[src/rtl/bcd_pkg.sv]
// Shared definitions for the frequency-meter gate controller.
//   state_e    : gate sequencer states (IDLE, CLEAR, GATE, LATCH)
//   DIGIT_W    : width of one BCD digit
//   all_nines  : true when the low n digits of a BCD word are all 9
package bcd_pkg;

   localparam int DIGIT_W    = 4;
   // Widest counter the all-nines helper can inspect.
   localparam int MAX_DIGITS = 16;
   localparam int MAX_BITS   = MAX_DIGITS * DIGIT_W;

   typedef enum logic [1:0] {
      ST_IDLE  = 2'd0,
      ST_CLEAR = 2'd1,
      ST_GATE  = 2'd2,
      ST_LATCH = 2'd3
   } state_e;

   // The caller zero-extends its N*4-bit value to MAX_BITS and passes n = N.
   function automatic logic all_nines(input logic [MAX_BITS-1:0] v, input int n);
      logic r;
      r = 1'b1;
      for (int i = 0; i < MAX_DIGITS; i++) begin
         if (i < n && v[i*DIGIT_W +: DIGIT_W] != 4'd9) r = 1'b0;
      end
      return r;
   endfunction

endpackage

[src/rtl/bcd_gate_ctrl_if.sv]
// Bundle between the frequency-meter top level and the gate controller.
//   inputs to controller : start, cont, sig_in, cnt_val[N*4]
//   outputs              : cnt_en, cnt_clr, busy, valid, dato[N*4], ovf,
//                          sel[SEL_W], dig[4]
//   modports             : master (top level side), slave (controller side)
interface bcd_gate_ctrl_if
   import bcd_pkg::*;
#(
   parameter int N     = 4,
   parameter int SEL_W = 2
);
   logic                   start;
   logic                   cont;
   logic                   sig_in;
   logic [N*DIGIT_W-1:0]   cnt_val;
   logic                   cnt_en;
   logic                   cnt_clr;
   logic                   busy;
   logic                   valid;
   logic [N*DIGIT_W-1:0]   dato;
   logic                   ovf;
   logic [SEL_W-1:0]       sel;
   logic [DIGIT_W-1:0]     dig;

   modport master (
      output start, cont, sig_in, cnt_val,
      input  cnt_en, cnt_clr, busy, valid, dato, ovf, sel, dig
   );

   modport slave (
      input  start, cont, sig_in, cnt_val,
      output cnt_en, cnt_clr, busy, valid, dato, ovf, sel, dig
   );
endinterface

[src/rtl/bcd_gate_ctrl_sync_edge.sv]
// sync_edge: brings an asynchronous input into the clk domain with two
// flops, then flags each rising edge with a registered one-cycle pulse.
// A rising edge on sig_in shows up on ev three clk edges later.
//   clk, rst (async, active-high), sig_in (async) -> ev (1-cycle pulse)
module sync_edge (
   input  logic clk,
   input  logic rst,
   input  logic sig_in,
   output logic ev
);
   // [0],[1]: synchronizer stages; [2]: previous synchronized value
   logic [2:0] sh_q, sh_d;
   logic       ev_q, ev_d;

   always_comb begin
      sh_d = {sh_q[1:0], sig_in};
      ev_d = sh_q[1] & ~sh_q[2];
   end

   // NOTE: clocked state uses <= so every flop samples pre-edge values;
   // blocking = here would turn the shift chain into a single wire.
   always_ff @(posedge clk or posedge rst) begin
      if (rst) begin
         sh_q <= '0;
         ev_q <= 1'b0;
      end else begin
         sh_q <= sh_d;
         ev_q <= ev_d;
      end
   end

   assign ev = ev_q;
endmodule

[src/rtl/bcd_gate_ctrl.sv]
// bcd_gate_ctrl: measurement sequencer for the cascaded BCD counter.
// Clears the counter, opens a GATE_CYCLES-long window in which synchronized
// rising edges of sig_in enable the counter, latches the result, then stops
// or (cont=1) restarts. Also scans display digits at one per SCAN_DIV cycles.
//   clk, rst (async, active-high)
//   bus (slave): start, cont, sig_in, cnt_val in; cnt_en, cnt_clr, busy,
//                valid, dato, ovf, sel, dig out
// Optional feature macro BCD_GATE_OVF_EN: sticky counter-wrap detection
// reported on ovf; without it ovf is constant 0.
module bcd_gate_ctrl
   import bcd_pkg::*;
#(
   parameter int N           = 4,
   parameter int GATE_CYCLES = 1000,
   parameter int SCAN_DIV    = 50000,
   parameter int SEL_W       = 2
) (
   input logic             clk,
   input logic             rst,
   bcd_gate_ctrl_if.slave  bus
);
   localparam int TW = $clog2(GATE_CYCLES);
   localparam int PW = (SCAN_DIV > 1) ? $clog2(SCAN_DIV) : 1;
   localparam logic [TW-1:0]    GATE_LOAD = TW'(GATE_CYCLES - 1);
   localparam logic [PW-1:0]    SCAN_LAST = PW'(SCAN_DIV - 1);
   localparam logic [SEL_W-1:0] SEL_LAST  = SEL_W'(N - 1);

   state_e               state_q, state_d;
   logic [TW-1:0]        timer_q, timer_d;
   logic [N*DIGIT_W-1:0] dato_q, dato_d;
   logic                 valid_q, valid_d;
   logic [PW-1:0]        presc_q, presc_d;
   logic [SEL_W-1:0]     sel_q, sel_d;
   logic                 ev;

   sync_edge u_sync_edge (
      .clk    (clk),
      .rst    (rst),
      .sig_in (bus.sig_in),
      .ev     (ev)
   );

   // NOTE: every signal gets a default before the case, so no path leaves
   // a variable unassigned and no latch is inferred.
   always_comb begin
      state_d = state_q;
      timer_d = timer_q;
      dato_d  = dato_q;
      valid_d = 1'b0;
      unique case (state_q)
         ST_IDLE:  if (bus.start) state_d = ST_CLEAR;
         ST_CLEAR: begin
            state_d = ST_GATE;
            timer_d = GATE_LOAD;   // GATE_CYCLES-1 down to 0 inclusive
         end
         ST_GATE: begin
            if (timer_q == '0) state_d = ST_LATCH;
            else               timer_d = timer_q - TW'(1);
         end
         ST_LATCH: begin
            // An ev in the last gate cycle has already reached cnt_val here.
            dato_d  = bus.cnt_val;
            valid_d = 1'b1;
            state_d = bus.cont ? ST_CLEAR : ST_IDLE;
         end
         default:  state_d = ST_IDLE;
      endcase
   end

   // Free-running display scan, independent of the measurement state.
   always_comb begin
      presc_d = presc_q + PW'(1);
      sel_d   = sel_q;
      if (presc_q == SCAN_LAST) begin
         presc_d = '0;
         sel_d   = (sel_q == SEL_LAST) ? '0 : sel_q + SEL_W'(1);
      end
   end

   always_ff @(posedge clk or posedge rst) begin
      if (rst) begin
         state_q <= ST_IDLE;
         timer_q <= '0;
         dato_q  <= '0;
         valid_q <= 1'b0;
         presc_q <= '0;
         sel_q   <= '0;
      end else begin
         state_q <= state_d;
         timer_q <= timer_d;
         dato_q  <= dato_d;
         valid_q <= valid_d;
         presc_q <= presc_d;
         sel_q   <= sel_d;
      end
   end

   // Combinational so the counter steps on the same edge that retires ev.
   assign bus.cnt_en  = ev & (state_q == ST_GATE);
   assign bus.cnt_clr = (state_q == ST_CLEAR);
   assign bus.busy    = (state_q != ST_IDLE);
   assign bus.valid   = valid_q;
   assign bus.dato    = dato_q;
   assign bus.sel     = sel_q;

   always_comb begin
      bus.dig = '0;
      for (int i = 0; i < N; i++) begin
         if (sel_q == SEL_W'(i)) bus.dig = dato_q[i*DIGIT_W +: DIGIT_W];
      end
   end

`ifdef BCD_GATE_OVF_EN
   logic ovf_acc_q, ovf_acc_d;
   logic ovf_q, ovf_d;

   // The counter wraps all-9s -> 0 on its own; an enabled step at all-9s
   // is the only sign of that wrap, so remember it for the whole gate.
   always_comb begin
      ovf_acc_d = ovf_acc_q;
      ovf_d     = ovf_q;
      if (state_q == ST_CLEAR)
         ovf_acc_d = 1'b0;
      else if (bus.cnt_en && all_nines(MAX_BITS'(bus.cnt_val), N))
         ovf_acc_d = 1'b1;
      if (state_q == ST_LATCH) ovf_d = ovf_acc_q;
   end

   always_ff @(posedge clk or posedge rst) begin
      if (rst) begin
         ovf_acc_q <= 1'b0;
         ovf_q     <= 1'b0;
      end else begin
         ovf_acc_q <= ovf_acc_d;
         ovf_q     <= ovf_d;
      end
   end

   assign bus.ovf = ovf_q;
`else
   assign bus.ovf = 1'b0;
`endif

endmodule

[src/flat_wrapper.sv]
// flat-port wrapper written by rule: the top's interface ports become plain ports
module bcd_gate_ctrl_flat import bcd_pkg::*;
#(
   parameter int N           = 4,
   parameter int GATE_CYCLES = 1000,
   parameter int SCAN_DIV    = 50000,
   parameter int SEL_W       = 2
)
  (clk, rst, bus_start, bus_cont, bus_sig_in, bus_cnt_val, bus_cnt_en, bus_cnt_clr, bus_busy, bus_valid, bus_dato, bus_ovf, bus_sel, bus_dig);
  bcd_gate_ctrl_if #(.N(N), .SEL_W(SEL_W)) bus_i ();
  input logic clk;
  input logic rst;
  input wire logic [$bits(bus_i.start)-1:0] bus_start;
  input wire logic [$bits(bus_i.cont)-1:0] bus_cont;
  input wire logic [$bits(bus_i.sig_in)-1:0] bus_sig_in;
  input wire logic [$bits(bus_i.cnt_val)-1:0] bus_cnt_val;
  output wire logic [$bits(bus_i.cnt_en)-1:0] bus_cnt_en;
  output wire logic [$bits(bus_i.cnt_clr)-1:0] bus_cnt_clr;
  output wire logic [$bits(bus_i.busy)-1:0] bus_busy;
  output wire logic [$bits(bus_i.valid)-1:0] bus_valid;
  output wire logic [$bits(bus_i.dato)-1:0] bus_dato;
  output wire logic [$bits(bus_i.ovf)-1:0] bus_ovf;
  output wire logic [$bits(bus_i.sel)-1:0] bus_sel;
  output wire logic [$bits(bus_i.dig)-1:0] bus_dig;
  assign bus_i.start = bus_start;
  assign bus_i.cont = bus_cont;
  assign bus_i.sig_in = bus_sig_in;
  assign bus_i.cnt_val = bus_cnt_val;
  assign bus_cnt_en = bus_i.cnt_en;
  assign bus_cnt_clr = bus_i.cnt_clr;
  assign bus_busy = bus_i.busy;
  assign bus_valid = bus_i.valid;
  assign bus_dato = bus_i.dato;
  assign bus_ovf = bus_i.ovf;
  assign bus_sel = bus_i.sel;
  assign bus_dig = bus_i.dig;
  bcd_gate_ctrl #(.N(N), .GATE_CYCLES(GATE_CYCLES), .SCAN_DIV(SCAN_DIV), .SEL_W(SEL_W)) u_core (.clk(clk), .rst(rst), .bus(bus_i));
endmodule
[config.mk]
export PLATFORM = sky130hd
export DESIGN_NAME = bcd_gate_ctrl_flat
export DESIGN_NICKNAME = d
export VERILOG_FILES = /design/src/rtl/bcd_pkg.sv /design/src/rtl/bcd_gate_ctrl_if.sv /design/src/rtl/bcd_gate_ctrl_sync_edge.sv /design/src/rtl/bcd_gate_ctrl.sv /design/src/flat_wrapper.sv
export SDC_FILE = /design/constraint.sdc
export NUM_CORES = 1
export LEC_CHECK = 0
export ABC_AREA = 1
export ABC_CLOCK_PERIOD_IN_PS = 4150
export CAP_MARGIN = 20
export CELL_PAD_IN_SITES_DETAIL_PLACEMENT = 0
export CELL_PAD_IN_SITES_GLOBAL_PLACEMENT = 2
export CORE_MARGIN = 2
export CORE_UTILIZATION = 34
export CTS_BUF_LIST = sky130_fd_sc_hd__clkbuf_4
export DETAILED_ROUTE_END_ITERATION = 6
export PLACE_DENSITY = 0.95
export SLEW_MARGIN = 10
export SYNTH_ARGS = -nofsm -noshare
export SYNTH_HDL_FRONTEND = slang
export SYNTH_SLANG_ARGS = --single-unit
[constraint.sdc]
create_clock -name clk -period 4.15 [get_ports clk]
set_input_delay 0.83 -clock clk [delete_from_list [all_inputs] [get_ports clk]]
set_output_delay 0.83 -clock clk [all_outputs]
set_load 0.01 [all_outputs]
==> impl_metrics.py, run 1 <==
metrics = {
    "drt": {
        "drt_pass1_iterations": 4,
        "drc": 0,
        "wl_per_cell_um": 12.3,
        "wl_mm": 5.86,
        "vias_per_cell": 4.61,
        "antenna_left": 0,
        "vias": 2198,
        "drt_iter0_drc": 123,
    },
    "sta": {
        "fin_worst_skew_ns": 0.0176,
        "relSlewSlack": 0.398,
        "fin_tns_setup_ns": 0,
        "fmax_mhz": 338,
        "finalMaxSlewViolations": 0,
        "timing.final.crit_share": 0.712,
        "hold_violations": 0,
        "rsz0062_at_grt": "no",
        "finalSetupViolCount": 0,
        "period_minus_slack_ns": 2.95,
        "worst_pin_slew_ns": 0.904,
    },
    "power_and_ir_drop": {
        "peakVddDrop_mv": 0.231,
        "power_leakage_nw": 1.56,
        "p_per_area_mw_per_mm2": 593,
    },
    "worst_setup_path": {
        "worst_ep_arrival_time_ns": 2.12,
        "crit_path_end_kind": "primary output",
        "cp_max_fo": 8,
        "worstSetupStartpointType": "flop",
        "worstSetupPathType": "reg2out",
        "crit_path_cell_trace": "inv_1, ha_1, a21oi_1, nand2_1, nand3_1, o21ai_0, clkdlybuf4s50_1",
        "path_buf_inv": 2,
        "max_stage_delay_ns": 0.55,
        "cpLargestDelayFamily": "buffers and inverters",
        "slowest_stage": "clkdlybuf4s50_1",
        "cp.required_ns": 3.32,
    },
    "hold_path": {
        "hp-class": "reg2reg",
    },
    "synthesis": {
        "synth.cell_area_mm2": 0.00268,
        "synth_cell_types": 30,
        "yosysWarnings": 0,
        "synth_top_cell_by_area": "dfrtp_1",
        "synth_top_cell_area_share": 0.476,
        "ys_seq_area_frac": 0.476,
        "synth_seq_cells": 51,
        "syn_area_per_cell_um2": 8.21,
        "synth_area_leaders": "dfrtp_1, nand2_1, nand3_1",
        "syn_inst": 327,
        "syn-num-nets": 359,
    },
    "clocking": {
        "cts_sinks": 51,
        "h-tree-depth": 2,
        "cts_resized": 0,
        "cts_root_buffer": "clkbuf_4",
        "cts_hold_repair.buffers": 0,
        "clkSlewWorstSetupHoldPaths_ns": 0.16,
        "cts_buffer_depth": 2,
        "cts_tree": "done",
        "cts_made_buffers": 5,
        "cts_setup_buffers": 0,
        "clkLatencyLatePin_ns": 0.38,
    },
    "global_routing": {
        "grt_max_degree": 37,
        "grt_usage": 0.144,
        "grt_pass1_wl_mm": 9.92,
        "grt-ovfl-total": 0,
        "antenna_found_initial": 0,
        "grt_pass1_vias": 2104,
    },
    "cells_and_area": {
        "final_nets": 406,
        "syn_to_final_growth_pct": 23.8,
        "fillerInstances": 792,
        "drive_above_1_share": 0.0907,
        "multi_input_area_mm2": 0.00119,
        "seqCellArea_mm2": 0.00128,
        "antenna_cells": 0,
        "utilization": 0.432,
    },
    "placed_design": {
        "dpl.hpwl_mm": 4.40,
        "gp_congestion": 0.754,
        "port_buffers": 46,
    },
    "floorplan": {
        "die-area_mm2": 0.00862,
        "io_pins": 48,
        "coreArea_mm2": 0.00769,
        "initial_core_util": 0.349,
        "rows": 32,
        "die_w_um": 92.8,
        "die_y_um": 92.8,
    },
    "status": {
        "status": "completed",
    },
    "run": {
        "maxCapViolations": 0,
    },
}
## registers in the layout (all words and copies together) (netlist names)
| register | cells |
|---|---|
| u_core.bus.dato | 16 |
| u_core.presc_q | 16 |
| u_core.u_sync_edge.ev | 1 |
| u_core.bus.sel | 2 |
| u_core.u_sync_edge.sh_q | 3 |
| u_core.bus.valid | 1 |
| u_core.state_q | 2 |
| u_core.timer_q | 10 |
## metal layers
layer,GRT usage,part of all wire,vias up
met5,0,0,-
met4,0.0490,0.023,0
met3,0.0252,0.024,14
met2,0.238,0.48,30
met1,0.192,0.48,1037
li1,-,-,1117
## final timing paths
kind | start | end | slack (ns) | depth (start not counted)
setup / recovery | u_core.bus.sel[0]$_DFFE_PP0N_ | bus_dig[3] | 1.20 | 7
hold / removal | u_core.u_sync_edge.sh_q[0]$_DFF_PP0_ | u_core.u_sync_edge.sh_q[1]$_DFF_PP0_ | 0.37 | 0
setup reg to reg | u_core.state_q[0]$_DFFE_PP0P_ | u_core.timer_q[1]$_DFFE_PP0P_ | 2.22 | 7
hold reg to reg | u_core.u_sync_edge.sh_q[0]$_DFF_PP0_ | u_core.u_sync_edge.sh_q[1]$_DFF_PP0_ | 0.37 | 0
max in group asynchronous | rst | u_core.presc_q[9]$_DFF_PP0_ | 2.53 | 3
min in group asynchronous | rst | u_core.timer_q[3]$_DFFE_PP0P_ | 0.90 | 2
## cells by family after synthesis
| group | share of synthesized area |
|---|---|
| buffers and inverters | 0.0807 |
| and+or+nand+nor | 0.269 |
| xor gates and xnor gates | 0.0228 |
| muxes | 0.0336 |
| DFF | 0.476 |
| AOI/OAI and AO/OA | 0.0653 |
| other | 0.00140 |
| adders and majority gates | 0.0513 |
## synth_stat cells
| cell | n |
|---|---|
| and3_1 | 1 |
| nand3b_1 | 2 |
| inv_1 | 44 |
| xor2_1 | 7 |
| o21bai_1 | 2 |
| nor2_4 | 1 |
| buf_2 | 2 |
| mux2_2 | 8 |
| o21ai_1 | 1 |
| a21oi_1 | 5 |
| or2_2 | 2 |
| clkbuf_1 | 3 |
| buf_4 | 1 |
| o21ai_2 | 4 |
| buf_6 | 1 |
| nor2_2 | 1 |
| nand3_2 | 1 |
| nand4_1 | 2 |
| conb_1 | 1 |
| nand3_1 | 34 |
| dfrtp_1 | 51 |
| nor3_1 | 5 |
| ha_1 | 11 |
| nand2_4 | 2 |
| nor2_1 | 40 |
| nand2_2 | 3 |
| inv_2 | 2 |
| o21ai_0 | 19 |
| clkinv_1 | 1 |
| nand2_1 | 70 |
## worst reg2reg max path, cell delays in order, from the launching register on
cell,delay (ns)
dfrtp_1,0.47
inv_1,0.12
ha_1,0.44
inv_1,0.18
nand2_1,0.27
nand2_4,0.18
nand2_1,0.11
o21ai_2,0.05
## where the power goes
group	switching [mW]	total (mW)	internal, mW	leakage [nW]
logic	0.479	0.914	0.435	0.885
registers	0.118	0.759	0.642	0.633
clock network	0.168	0.297	0.129	0.0418
total	0.765	1.97	1.21	1.56
## metrics by stage
stage,cell area [um^2],instances,total power [mW],hold WS (ns),worst slack [ns]
after floorplan,2680,327,1.33,0.331,2.09
after global placement,3240,469,1.69,0.338,1.64
after detailed placement,3240,469,1.69,0.338,1.61
after CTS,3320,477,2.00,0.374,1.16
after global routing,3320,477,2.14,0.396,0.940
final,3320,477,1.97,0.371,1.20
## placed cells by master, fill, tap and decap left out, types with 5 or more instances in the layout
master and instances:
nand3_1 34, nand2_1 70, xor2_1 7, inv_1 43, o21ai_0 19, nor2_1 40, ha_1 11, nor3_1 5
clkbuf_4 5, mux2_2 8, a21oi_1 5, clkdlybuf4s50_1 46, dfrtp_1 51
## layout make-up
class / count / share of cell area
repair buffers: 47 / 0.141
inverters: 47 / 0.0531
clock inverters: 3 / 0.0139
multi-input cells: 222 / 0.358
flip-flops and latches: 51 / 0.384
clock buffers: 5 / 0.0113
well taps: 102 / 0.0384
Power figures use the tool's default switching activity.
==> inputs of run 2 (changes only) <==
ABC_CLOCK_PERIOD_IN_PS = 2500   (was 4150)
CORE_UTILIZATION = 29   (was 34)
PLACE_DENSITY = 0.88   (was 0.95)
clock period = 2.5 ns   (was 4.15 ns; I/O delays follow)
==> run 2 against run 1 <==
  * Cell count grew 2.7%
  * Setup slack lost 0.99 ns
  * Critical endpoint is now bus_dig[2]
  * Largest power group unchanged
  * Worst hold slack lost 0.027 ns
  * Combinational power grew 67%
  * Clock-buffer cell count is the same
  * Power grew 66%
==> impl_metrics.py, run 2 (synthesized netlist as in run 1, its figures left out) <==
metrics = {
    "global_routing": {
        "antenna_found_initial": 0,
        "grt-ovfl-total": 0,
        "grt_max_degree": 46,
        "grt_pass1_wl_mm": 10.4,
        "grt_pass1_vias": 2261,
        "grt_usage": 0.129,
    },
    "drt": {
        "vias": 2191,
        "wl_met2_mm": 2.93,
        "drt_pass1_iterations": 4,
        "vias_per_cell": 4.47,
        "top_layer_used": "met4",
        "wl_mm": 6.05,
        "wl_per_cell_um": 12.3,
        "drc": 0,
        "wl_met3_um": 160,
        "drt_iter0_drc": 62,
        "antenna_left": 0,
        "m1WireLength_mm": 2.88,
    },
    "sta": {
        "whs_ns": 0.344,
        "period_minus_slack_ns": 2.29,
        "fin_tns_setup_ns": 0,
        "worst_pin_slew_ns": 0.638,
        "finalSetupViolCount": 0,
        "relSlewSlack": 0.574,
        "finalMaxSlewViolations": 0,
        "fin_ws_ns": 0.205,
        "fmax_mhz": 436,
        "hold_violations": 0,
        "fin_worst_skew_ns": 0.00405,
        "timing.final.crit_share": 0.918,
        "rsz0062_at_grt": "no",
    },
    "clocking": {
        "h-tree-depth": 2,
        "clkSlewWorstSetupHoldPaths_ns": 0.15,
        "cts_sinks": 51,
        "cts_made_buffers": 5,
        "cts_root_buffer": "clkbuf_4",
        "cts_buffer_depth": 2,
        "clkLatencyLatePin_ns": 0.36,
        "cts_hold_repair.buffers": 0,
        "cts_tree": "done",
    },
    "power_and_ir_drop": {
        "power_leakage_nw": 1.59,
        "power_frac_clock": 0.145,
        "intPower_mw": 1.99,
        "p_per_area_mw_per_mm2": 968,
        "pwr-share-comb": 0.468,
        "p_switching_mw": 1.27,
        "power_switching_share": 0.390,
        "peakVddDrop_mv": 0.282,
        "seqPwrFrac": 0.387,
        "p_total_mw": 3.27,
    },
    "placed_design": {
        "place_ws_ns": 0.318,
        "placed_cells": 481,
        "dpl.hpwl_mm": 4.60,
        "placed_area_mm2": 0.00329,
        "port_buffers": 46,
        "gp_congestion": 0.797,
    },
    "cells_and_area": {
        "seqCellArea_mm2": 0.00128,
        "layout_common_cells": "nand2_1, dfrtp_1, inv_1",
        "drive_above_1_share": 0.103,
        "antenna_cells": 0,
        "utilization": 0.370,
        "fillerInstances": 964,
        "syn_to_final_growth_pct": 25.7,
        "final_area_mm2": 0.00337,
        "multi_input_area_mm2": 0.00119,
        "final_nets": 411,
        "final_common_cell": "nand2_1",
        "instances_no_fill": 490,
    },
    "floorplan": {
        "coreArea_mm2": 0.00911,
        "die_w_um": 100,
        "rows": 35,
        "die_y_um": 100,
        "io_pins": 48,
        "initial_core_util": 0.295,
        "die-area_mm2": 0.0100,
    },
    "hold_path": {
        "hp-class": "in2async",
    },
    "worst_setup_path": {
        "cp.required_ns": 2.00,
        "worstSetupStartpointType": "flop",
        "worst_ep_arrival_time_ns": 1.79,
        "rrSetupSlack_ns": 0.75,
        "cp_max_fo": 5,
        "worstSetupPathType": "reg2out",
        "crit_path_end_kind": "primary output",
    },
    "run": {
        "maxCapViolations": 0,
    },
    "status": {
        "status": "completed",
    },
}
==> run 2: path summary, 6_finish.rpt <==
kind / from / end / cells past startpoint
max: u_core.bus.sel[1]$_DFFE_PP0N_ / bus_dig[2] / 8
min: rst / u_core.timer_q[4]$_DFFE_PP0P_ / 2
max reg2reg: u_core.state_q[0]$_DFFE_PP0P_ / u_core.timer_q[6]$_DFFE_PP0P_ / 8
min reg2reg: u_core.u_sync_edge.sh_q[1]$_DFF_PP0_ / u_core.u_sync_edge.sh_q[2]$_DFF_PP0_ / 0
max in group asynchronous: rst / u_core.presc_q[0]$_DFF_PP0_ / 3
min in group clk: u_core.u_sync_edge.sh_q[1]$_DFF_PP0_ / u_core.u_sync_edge.sh_q[2]$_DFF_PP0_ / 0
==> run 2: cell type report <==
cell class / instances / share of cell area
repair buffers: 52 / 0.152
clock inverters: 2 / 0.0111
inverters: 47 / 0.0523
flip-flops and latches: 51 / 0.378
multi-input cells: 222 / 0.354
clock buffers: 5 / 0.0111
well taps: 111 / 0.0412
==> run 2: per-layer routing <==
metal	up-vias	GRT usage
li1	1128	-
met1	1028	0.169
met3	8	0.0279
met4	0	0.0390
met5	-	0
met2	27	0.214
==> run 2: power groups by stage <==
| stage | Combinational [mW] | Sequential (mW) | Clock, mW |
|---|---|---|---|
| 6_report | 1.53 | 1.27 | 0.473 |
| 5_1_grt | 1.72 | 1.30 | 0.515 |
| 4_1_cts | 1.55 | 1.27 | 0.492 |
| 3_5_place_dp | 1.57 | 1.29 | 0 |
| 3_3_place_gp | 1.56 | 1.28 | 0 |
| 2_1_floorplan | 0.896 | 1.31 | 0 |
==> run 2: timing repair <==
action                     in CTS  in global routing
buffers inserted                2                  0
resized for setup               5                  0
setup endpoints to repair       4                  0
==> run 2: worst max-delay path, stage by stage, from the launching register on <==
cell	delay (ns)
dfrtp_1	0.40
inv_1	0.10
ha_1	0.25
inv_1	0.11
nand3_1	0.08
nand2_1	0.06
nand3_1	0.08
o21ai_0	0.08
dlygate4sd2_1	0.29
==> edit, RTL diff (config.mk and constraints of run 1) <==
Build with the macro `BCD_GATE_OVF_EN` defined.
--- a/src/rtl/bcd_gate_ctrl.sv
+++ b/src/rtl/bcd_gate_ctrl.sv
@@ -8,4 +8,6 @@
 // Optional feature macro BCD_GATE_OVF_EN: sticky counter-wrap detection
 // reported on ovf; without it ovf is constant 0.
+`define BCD_GATE_OVF_EN
+
 module bcd_gate_ctrl
    import bcd_pkg::*;
Behaviour: same outputs for any inputs over 10 cycles, from zero or initial values and one cycle with rst high; that may be too few to reach the edited logic, so the function may still have changed.
==> edit against run 1 <==
- total power decreased by 2.0%
- sequential cell count increased by 2
- routed wire length increased by 1.1%
- count of clock-buffer cells in the layout increased by 1
- final area increased by 3.5%
- first-iteration DRC count decreased by 30%
- critical path depth unchanged
- hold slack improved by 0.0021 ns
- global-route usage decreased by 0.19 points
- clock skew increased by 0.0036 ns
- largest cell class unchanged
- setup slack got worse by 0.083 ns
- synthesized area increased by 3.7%
==> edit: results (changes against run 1) <==
- Run status: complete, no violations (unchanged)
- Vias in the first global route: 2,125 (was 2,104)
- Met2 wire length: 2661 um (was 2785 um)
- Global-route wire length before repair: 10,020 um (was 9922 um)
- Synth Warn #: 0 (unchanged)
- M3 GR Usage: 3.113% (was 2.522%)
- Fmax achieved: 329.2 MHz (was 338.4 MHz)
- Critical Path AT: 2.21 ns (was 2.12 ns)
- R2R Setup Slk: 2.29 ns (was 2.22 ns)
- Worst hold stages: 0 (unchanged)
- Reg-to-reg critical path endpoint: u_core.timer_q[9]$_DFFE_PP0P_ (was u_core.timer_q[1]$_DFFE_PP0P_)
- Ratio of cells with drive above 1 in the final layout: 8.527% (was 9.067%)
- Largest net degree at the start of global routing: 40 (was 37)
- Critical Path Source: u_core.bus.sel[1]$_DFFE_PP0N_ (was u_core.bus.sel[0]$_DFFE_PP0N_)
- Most instantiated cells after synthesis: nand2_1 (66), dfrtp_1 (53), nor2_1 (50) (was nand2_1 (70), dfrtp_1 (51), inv_1 (44))
- Avg Cell Area, Syn: 8.257 um2 (was 8.207 um2)
- Hpwl dp: 4551 um (was 4397 um)
- I/O Buffers: 47 (was 46)
- H-Tree Depth: 2 (unchanged)
- Vias: 2,237 (was 2,198)
- Routed wire length: 5922 um (was 5860 um)
- GPL Wtd Cong: 0.7873 (was 0.7540)
- Cell internal pwr: 1.209 mW (was 1.206 mW)
- Hold Path Sink: u_core.u_sync_edge.sh_q[1]$_DFF_PP0_ (unchanged)
- Sequential area share after synthesis: 47.66% (was 47.55%)
- Place WS: 1.534 ns (was 1.610 ns)
- Hold WC Path Type: register to register (unchanged)
- Clock Skews: 0.02114 ns (was 0.01759 ns)
- DR WL met3: 284 um (was 141 um)
- Maximum vdd drop: 173.4 uV (was 231.0 uV)
- CP Capture Point: bus_dig[1] (was bus_dig[3])
- Placed Area: 3356 um2 (was 3239 um2)
- Top layer in use: met4 (unchanged)
- Sequential Power Share: 39.9% (was 38.5%)
- Synthesized Nets: 369 (was 359)
- Ranking of synthesized cells by area: dfrtp_1 (48%), nand2_1 (8.9%), nor2_1 (6.7%), inv_1 (6.3%), nand3_1 (5.2%) (was dfrtp_1 (48%), nand2_1 (9.8%), nand3_1 (6.3%), inv_1 (6.2%), nor2_1 (5.6%))
- Avg WL per Cell: 12.11 um (was 12.29 um)
- Slew Limit Headroom: 31.29% (was 39.76%)
- Pleak: 1.620 nW (was 1.560 nW)
- Grt met1 use: 19.59% (was 19.18%)
- Met1 wire length: 2921 um (was 2798 um)
- Fillers: 814 (was 792)
- Sw Share: 37.42% (was 38.80%)
- CP Max Fanout: 5 (was 8)
- Tot GR Track Use: 14.24% (was 14.44%)
- Min Hold Slack: 0.3730 ns (was 0.3709 ns)
- Clock slew at reported path FFs: 0.16 ns (about the same)
- Cell variety after synth: 26 (was 30)
- Final #Nets: 418 (was 406)
- Grt met2 use: 22.74% (was 23.79%)
- DP Cell Count: 481 (was 469)
- Detailed Route Iter0 Violations: 86 (was 123)
==> edit: critical path, cell delays in order, from the launching register on <==
cell	delay, ns
dfrtp_1	0.43
inv_1	0.09
ha_1	0.25
inv_1	0.12
nand3_1	0.08
a21oi_1	0.14
a2bb2oi_1	0.18
clkdlybuf4s50_1	0.55
==> edit: final cells by class <==
| type | instances | area, um2 | area share (%) |
|---|---|---|---|
| clock buffer | 6 | 45.04 | 1.310 |
| clock inverter | 2 | 38.79 | 1.128 |
| inverter | 48 | 180.2 | 5.238 |
| multi-input combinational | 230 | 1244 | 36.16 |
| sequential | 53 | 1326 | 38.56 |
| tap | 102 | 127.6 | 3.710 |
| timing repair buffer | 48 | 478.0 | 13.90 |
==> edit: kinds of logic after synthesis <==
kind of cell    after synthesis  synth area share (%)
compound gates               35                 7.554
xor+xnor                      8                 2.518
fa+ha+maj                    11                 4.946
buf+inv                      54                 7.644
flops                        53                 47.66
mux                           7                 2.833
simple gates                169                 26.84
